`config.mk`:
```
export PLATFORM = sky130hd
export DESIGN_NAME = w_bus_sequencer
export DESIGN_NICKNAME = d
export VERILOG_FILES = /design/src/rtl/w_bus_sequencer.sv
export SDC_FILE = /design/constraint.sdc
export NUM_CORES = 1
export LEC_CHECK = 0
export CAP_MARGIN = 20
export CORE_UTILIZATION = 44
export DETAILED_ROUTE_END_ITERATION = 8
export HOLD_SLACK_MARGIN = 0.08
export PLACE_DENSITY = 0.79
export SYNTH_ARGS = -nofsm -noshare
export SYNTH_HDL_FRONTEND = slang
export SYNTH_SLANG_ARGS = --single-unit
```
`constraint.sdc`:
```
create_clock -name clock -period 1.9 [get_ports clock]
set_input_delay 0.38 -clock clock [delete_from_list [all_inputs] [get_ports clock]]
set_output_delay 0.38 -clock clock [all_outputs]
set_load 0.02 [all_outputs]
```
`src/rtl/w_bus_sequencer.sv`:
```
// Bus-side sequencer for the W register: drives W onto buses A/B, captures ALU operands, writes the result back.
// Optional feature macro WB_FORWARD_EN: forward the last written value from a shadow register instead of using the buses.
module w_bus_sequencer #(
  parameter int WIDTH    = 8,
  parameter int WAIT_MAX = 15
) (
  input  logic             clock,
  input  logic             reset,
  input  logic             req_valid,
  output logic             req_ready,
  input  logic             req_rd_a,
  input  logic             req_rd_b,
  input  logic             req_wr,
  input  logic [WIDTH-1:0] bus_a_in,
  input  logic [WIDTH-1:0] bus_b_in,
  output logic             w_out_a_en,
  output logic             w_out_b_en,
  output logic             w_write_en,
  output logic [WIDTH-1:0] w_data_in,
  output logic             opnd_valid,
  output logic [WIDTH-1:0] opnd_a,
  output logic [WIDTH-1:0] opnd_b,
  input  logic             res_valid,
  input  logic [WIDTH-1:0] res_data,
  output logic             done,
  output logic             timeout_err
);

  typedef enum logic [2:0] {
    S_IDLE,
    S_DRIVE,
    S_CAPTURE,
    S_EXEC,
    S_WRITE
  } state_t;

  localparam logic [7:0] CNT_LAST = 8'(WAIT_MAX - 1);

  state_t           state_q, state_d;
  logic             rd_a_q, rd_a_d;
  logic             rd_b_q, rd_b_d;
  logic             wr_q, wr_d;
  logic [7:0]       cnt_q, cnt_d;
  logic             req_ready_q, req_ready_d;
  logic             out_a_en_q, out_a_en_d;
  logic             out_b_en_q, out_b_en_d;
  logic             write_en_q, write_en_d;
  logic [WIDTH-1:0] data_in_q, data_in_d;
  logic             opnd_valid_q, opnd_valid_d;
  logic [WIDTH-1:0] opnd_a_q, opnd_a_d;
  logic [WIDTH-1:0] opnd_b_q, opnd_b_d;
  logic             done_q, done_d;
  logic             timeout_q, timeout_d;
  logic             accept;

`ifdef WB_FORWARD_EN
  logic [WIDTH-1:0] shadow_q, shadow_d;
  logic             shadow_valid_q, shadow_valid_d;

  // The shadow mirrors whatever W was last written with.
  always_comb begin
    shadow_d       = write_en_q ? data_in_q : shadow_q;
    shadow_valid_d = shadow_valid_q | write_en_q;
  end

  always_ff @(posedge clock) begin
    if (reset) begin
      shadow_q       <= '0;
      shadow_valid_q <= 1'b0;
    end else begin
      shadow_q       <= shadow_d;
      shadow_valid_q <= shadow_valid_d;
    end
  end
`endif

  assign accept = req_valid && req_ready_q;

  always_comb begin
    // NOTE: every variable gets a default first so no path leaves one unassigned (no latches).
    state_d   = state_q;
    rd_a_d    = rd_a_q;
    rd_b_d    = rd_b_q;
    wr_d      = wr_q;
    cnt_d     = cnt_q;
    data_in_d = data_in_q;
    opnd_a_d  = opnd_a_q;
    opnd_b_d  = opnd_b_q;
    done_d    = 1'b0;
    timeout_d = 1'b0;

    unique case (state_q)
      S_IDLE: begin
        if (accept) begin
          rd_a_d   = req_rd_a;
          rd_b_d   = req_rd_b;
          wr_d     = req_wr;
          opnd_a_d = '0;
          opnd_b_d = '0;
          if (req_rd_a || req_rd_b) begin
`ifdef WB_FORWARD_EN
            if (shadow_valid_q) begin
              state_d  = S_EXEC;
              opnd_a_d = req_rd_a ? shadow_q : '0;
              opnd_b_d = req_rd_b ? shadow_q : '0;
            end else begin
              state_d = S_DRIVE;
            end
`else
            state_d = S_DRIVE;
`endif
          end else begin
            state_d = S_EXEC;
          end
        end
      end
      S_DRIVE: state_d = S_CAPTURE;
      S_CAPTURE: begin
        // Buses have had a full cycle to settle; sample at the end of the second enable cycle.
        opnd_a_d = rd_a_q ? bus_a_in : '0;
        opnd_b_d = rd_b_q ? bus_b_in : '0;
        state_d  = S_EXEC;
      end
      S_EXEC: begin
        cnt_d = cnt_q + 8'd1;
        if (res_valid) begin
          cnt_d  = '0;
          done_d = 1'b1;
          if (wr_q) begin
            data_in_d = res_data;
            state_d   = S_WRITE;
          end else begin
            state_d = S_IDLE;
          end
        end else if (cnt_q == CNT_LAST) begin
          cnt_d     = '0;
          timeout_d = 1'b1;
          state_d   = S_IDLE;
        end
      end
      S_WRITE: state_d = S_IDLE;
      default: state_d = S_IDLE;
    endcase

    // Outputs are decoded from the next state so that every output leaves a flop.
    out_a_en_d   = ((state_d == S_DRIVE) || (state_d == S_CAPTURE)) && rd_a_d;
    out_b_en_d   = ((state_d == S_DRIVE) || (state_d == S_CAPTURE)) && rd_b_d;
    write_en_d   = (state_d == S_WRITE);
    opnd_valid_d = (state_d == S_EXEC);
    req_ready_d  = (state_d == S_IDLE) && !done_d && !timeout_d;
  end

  always_ff @(posedge clock) begin
    // NOTE: sequential state uses non-blocking assignments so all flops update from pre-edge values.
    if (reset) begin
      state_q      <= S_IDLE;
      rd_a_q       <= 1'b0;
      rd_b_q       <= 1'b0;
      wr_q         <= 1'b0;
      cnt_q        <= '0;
      req_ready_q  <= 1'b1;
      out_a_en_q   <= 1'b0;
      out_b_en_q   <= 1'b0;
      write_en_q   <= 1'b0;
      data_in_q    <= '0;
      opnd_valid_q <= 1'b0;
      opnd_a_q     <= '0;
      opnd_b_q     <= '0;
      done_q       <= 1'b0;
      timeout_q    <= 1'b0;
    end else begin
      state_q      <= state_d;
      rd_a_q       <= rd_a_d;
      rd_b_q       <= rd_b_d;
      wr_q         <= wr_d;
      cnt_q        <= cnt_d;
      req_ready_q  <= req_ready_d;
      out_a_en_q   <= out_a_en_d;
      out_b_en_q   <= out_b_en_d;
      write_en_q   <= write_en_d;
      data_in_q    <= data_in_d;
      opnd_valid_q <= opnd_valid_d;
      opnd_a_q     <= opnd_a_d;
      opnd_b_q     <= opnd_b_d;
      done_q       <= done_d;
      timeout_q    <= timeout_d;
    end
  end

  assign req_ready   = req_ready_q;
  assign w_out_a_en  = out_a_en_q;
  assign w_out_b_en  = out_b_en_q;
  assign w_write_en  = write_en_q;
  assign w_data_in   = data_in_q;
  assign opnd_valid  = opnd_valid_q;
  assign opnd_a      = opnd_a_q;
  assign opnd_b      = opnd_b_q;
  assign done        = done_q;
  assign timeout_err = timeout_q;

endmodule

```
# == After elaboration in Yosys (flattened, before gate mapping) ==
# Index checks and enable logic that the tools add are counted.
# classes
add_sub_neg,1
reduce_logical,15
eq_ne,9
mux,22
# op_table
op,count
two-way mux 8 bit,5
case mux 8 bit (2 select lines),2
== test 3 x 2 -> 1 bit (second input constant),4
two-way mux 3 bit,4
case mux 3 bit (4 select lines),1
two-way mux 1 bit,9
adder 8 x 1 -> 8 bit (second input constant),1
== test 8 x 4 -> 1 bit (second input constant),1
== test 3 x 1 -> 1 bit (second input constant),2
zero test 3 bit,2
logical AND 1 bit,5
AND reduction 2 bit,2
== test 3 bit (second input constant),1
AND reduction 3 bit,1
zero test 1 bit,2
logical OR 1 bit,2
two-way mux 2 bit,1
!= test 2 bit (second input constant),1
nonzero test 2 bit,1
# word_totals
reg_bits,45
wordCells,62

# == Longest topological paths before layout ==
# logic_depth
depth_word,7
mapped_depth,7
ltp_nobuf,6

# == Worst setup path after synthesis ==
# Ideal clock, no wire load.
# synth_timing
path_type,flip-flop to flip-flop
from,register cnt_q[0]
to,register cnt_q[6]
arrival_time_ns,1.556
path_buffers,0
stages_incl_launch_ff,7
path_slack_ns,0.253
cell_sequence,dfxtp_1 -> inv_1 -> ha_1 -> and4b_4 -> a211o_1 -> o31a_1 -> a311oi_1
# synth_via
elab_chain_len,3
# synth_lines
item,line,rtl
"start, declared",43,"logic [7:0] cnt_q, cnt_d;"
"start signal, assigned",176,cnt_q <= cnt_d;
adder 8 x 1 -> 8 bit / == test 8 x 4 -> 1 bit (equally long branches),"125, 135",
two-way mux 8 bit (*),135,end else if (cnt_q == CNT_LAST) begin
two-way mux 8 bit (*),126,if (res_valid) begin
# Every way passes the cells marked *; elsewhere a longest branch is shown, timed or not.
# A chain may end at the register's enable or synchronous reset.

# == Final worst setup path ==
# Ends and elaborated chain as after synthesis.

==> flow_summary.toml <==
[routing]
ant_nets = 0
drc_errors = 0
drtPass1Iterations = 5
drt-total-wl_um = 3920
num_vias = 1508
viasPerCell = 5.20
wl_per_cell_um = 13.5
drt_iter0_markers = 127

[pwr]
p_comb_share_pct = 13.9
power.leakage_nw = 0.908
p_sw_mw = 0.465
p_seq_share_pct = 50.8
peakVddDrop_mv = 0.355
sw_frac_of_total_pct = 23.8
internal_power_mw = 1.49
clkPwrFrac_pct = 35.4
powerDensity_nw_per_um2 = 774

[final_layout]
final_cells = 290
area_delta_synth_final_pct = 46.6
nets = 275
layout-drive-gt1-share_pct = 9.50
fillerInstances = 311
postLayoutCoreUtil_pct = 67.9
n_antenna_cell = 0

[timing]
fin_ws_ns = 0.0914
setup_violations = 0
period_share_pct = 95.2
finalHoldViolCount = 0
slew_viol_final = 0
fmaxAchievable_mhz = 553
fin_skew_ns = 0.00811
worstMarginPinSlew_ns = 0.446
final.setup.tns_ns = 0
relSlewSlack_pct = 70.1
fin_crit_ns = 1.81
rsz0062_at_grt = "false"

[setup_path]
crit_path_start = "cnt_q[0]"
cp.arrival_ns = 2.01
cp-start-kind = "flop"
worstSetupEndpointType = "flop"
critPathMaxFanout = 5
critPathTopFamily = "compound AO/OA/AOI/OAI gates"
crit_path_top_delay_cell = "dfxtp_2"
crit_chain = "inv_1 -> ha_1 -> and4b_4 -> a211o_1 -> o31a_1 -> a311oi_2"
critPathBufInv = 1
slowest_delay_ns = 0.36
reg2reg_from = "cnt_q[0]"
critPathKind = "reg -> reg"
crit_required_ns = 2.10

[yosys]
yosys.area.top_type_share_pct = 52.3
synthXorXnorAreaFrac_pct = 2.54
synth_area_per_cell_sq_um = 9.73
synthArstFlopShare_pct = 0
synthAdderAreaFrac_pct = 1.45
synth_seq_cells = 45
yosys.area_share.simple_pct = 20.0
synth.area.mux_share_pct = 6.97
synthCells = 177
syn-num-nets = 210
synth-compound-area-share_pct = 13.3
synth_area_leaders = "dfxtp_1 (52%), nor2_1 (8.3%), mux2i_1 (7.0%)"
synth-edff-count = 0
synth_seq_area_share_pct = 52.3
yosys.cell_types.count = 37
synth_area_sq_um = 1720
ys.flop_type = "dfxtp_1"
yosysWarnings = 0
ys_top_cells_by_count = "dfxtp_1 (45), nor2_1 (38), a22oi_1 (16)"
synth_top_family_by_area = "simple AND/OR/NAND/NOR gates"
synth_most_common_cell = "dfxtp_1"
yosys.area.top_type = "dfxtp_1"

[worst_hold_path]
hp-start = "w_data_in[7]"
min_path_type = "reg -> reg"

[grt]
grt_pass1_vias = 1441
grt_pass1_wl_um = 6560
globalRoute.totalOverflow = 0
grt_max_degree = 18
track_usage_pct = 20.5
antenna_found_initial = 0

[clock_tree]
cts_setup_buffers = 0
cts_inserted_buffers = 5
clk_path_buf_depth = 2
cts_tree = "built"
cts.sinks = 45
htree_num_levels = 2
cts-root-buf = "clkbuf_8"
clk_pin_slew_ns = 0.08
clock_latency_ns = 0.29

[placement]
dp_cells = 283
dpl_worst_slack_ns = -0.00363
io_buffers = 61
place_congestion = 0.851
dp_hpwl_um = 2760

[run]
maxCapViolations = 0

[status]
status = "complete, no violations"

[floorplanning]
rows = 22
coreArea_sq_um = 3720
die_height_um = 64.6
die_w_um = 64.6
start_util_pct = 46.4
num_io_pins = 62
die-area_sq_um = 4170
power groups by stage:
| stage | sequential [mW] | combinational [mW] | clock [mW] |
|---|---|---|---|
| floorplan | 1.02 | 0.130 | 0 |
| global placement | 1.01 | 0.266 | 0 |
| detailed placement | 1.01 | 0.268 | 0 |
| CTS | 0.992 | 0.269 | 0.706 |
| global route | 0.996 | 0.296 | 0.755 |
| finish | 0.992 | 0.271 | 0.692 |
kinds of logic (layout without fill, tap and decap cells):
family | after synthesis | count (layout)
fa+ha+maj | 2 | 2
flops | 45 | 45
mux | 12 | 12
simple gates | 69 | 69
xor+xnor | 5 | 5
buf+inv | 14 | 79
compound gates | 30 | 30
worst reg2reg max path, delay by kind of cell, from the launching register on:
family,cells,cell delay (ns)
buffers and inverters,1,0.07
adders and majority gates,1,0.19
AOI/OAI and AO/OA,3,0.88
and+or+nand+nor,1,0.21
DFF,1,0.36
timing repair:
action	CTS	global route
setup endpoints to repair	0	1
hold buffers	0	0
resized for setup	0	3
path summary, 6_finish.rpt:
path	slack, ns	endpoint	depth (start not counted)
min reg2reg	0.51	w_data_in[7]	2
max reg2reg	0.09	cnt_q[6]	6
max	0.09	cnt_q[6]	6
min	0.51	w_data_in[7]	2
layout by cell type (no fill, tap or decap), drive strengths merged, types with 2 or more instances in the layout:
cell type	n
inv	3
o31a	2
ha	2
xnor2	2
xor2	3
a211oi	2
clkdlybuf4s50	61
nand4	3
buf	8
nor4	4
and3	3
dfxtp	45
o21ai	2
nand2	7
clkbuf	5
a22oi	16
a21oi	2
mux2i	12
nor2	39
nor3	6
and4b	2
area by class of cell:
| class | count | area [sq um] | share of cell area (%) |
|---|---|---|---|
| clock buffer | 5 | 68.8 | 2.73 |
| sequential | 45 | 902 | 35.7 |
| inverter | 3 | 11.3 | 0.446 |
| tap | 48 | 60.1 | 2.38 |
| timing repair buffer | 69 | 671 | 26.6 |
| multi-input combinational | 118 | 777 | 30.8 |
| clock inverter | 2 | 35.0 | 1.39 |
through the flow:
step | power, mW | hold WS (ns) | area, sq um
after floorplan | 1.15 | 0.456 | 1720
after global placement | 1.28 | 0.478 | 2410
after detailed placement | 1.28 | 0.484 | 2410
after CTS | 1.97 | 0.511 | 2510
after global routing | 2.05 | 0.534 | 2520
final | 1.96 | 0.509 | 2520
sequential cells by signal, indices dropped and copies added (netlist names):
signal	count
done	1
rd_a_q	1
wr_q	1
w_out_a_en	1
opnd_b	8
state_q	3
req_ready	1
w_write_en	1
w_data_in	8
opnd_valid	1
rd_b_q	1
w_out_b_en	1
opnd_a	8
cnt_q	8
timeout_err	1
routing by layer:
layer	vias to the layer above	track usage [%]	part of all wire (%)
li1	750	-	-
met1	700	25.5	45
met2	53	32.4	45
met3	5	6.51	7.7
met4	0	9.17	1.5
met5	-	0	0
No activity file was read; power rests on OpenSTA's default activity.
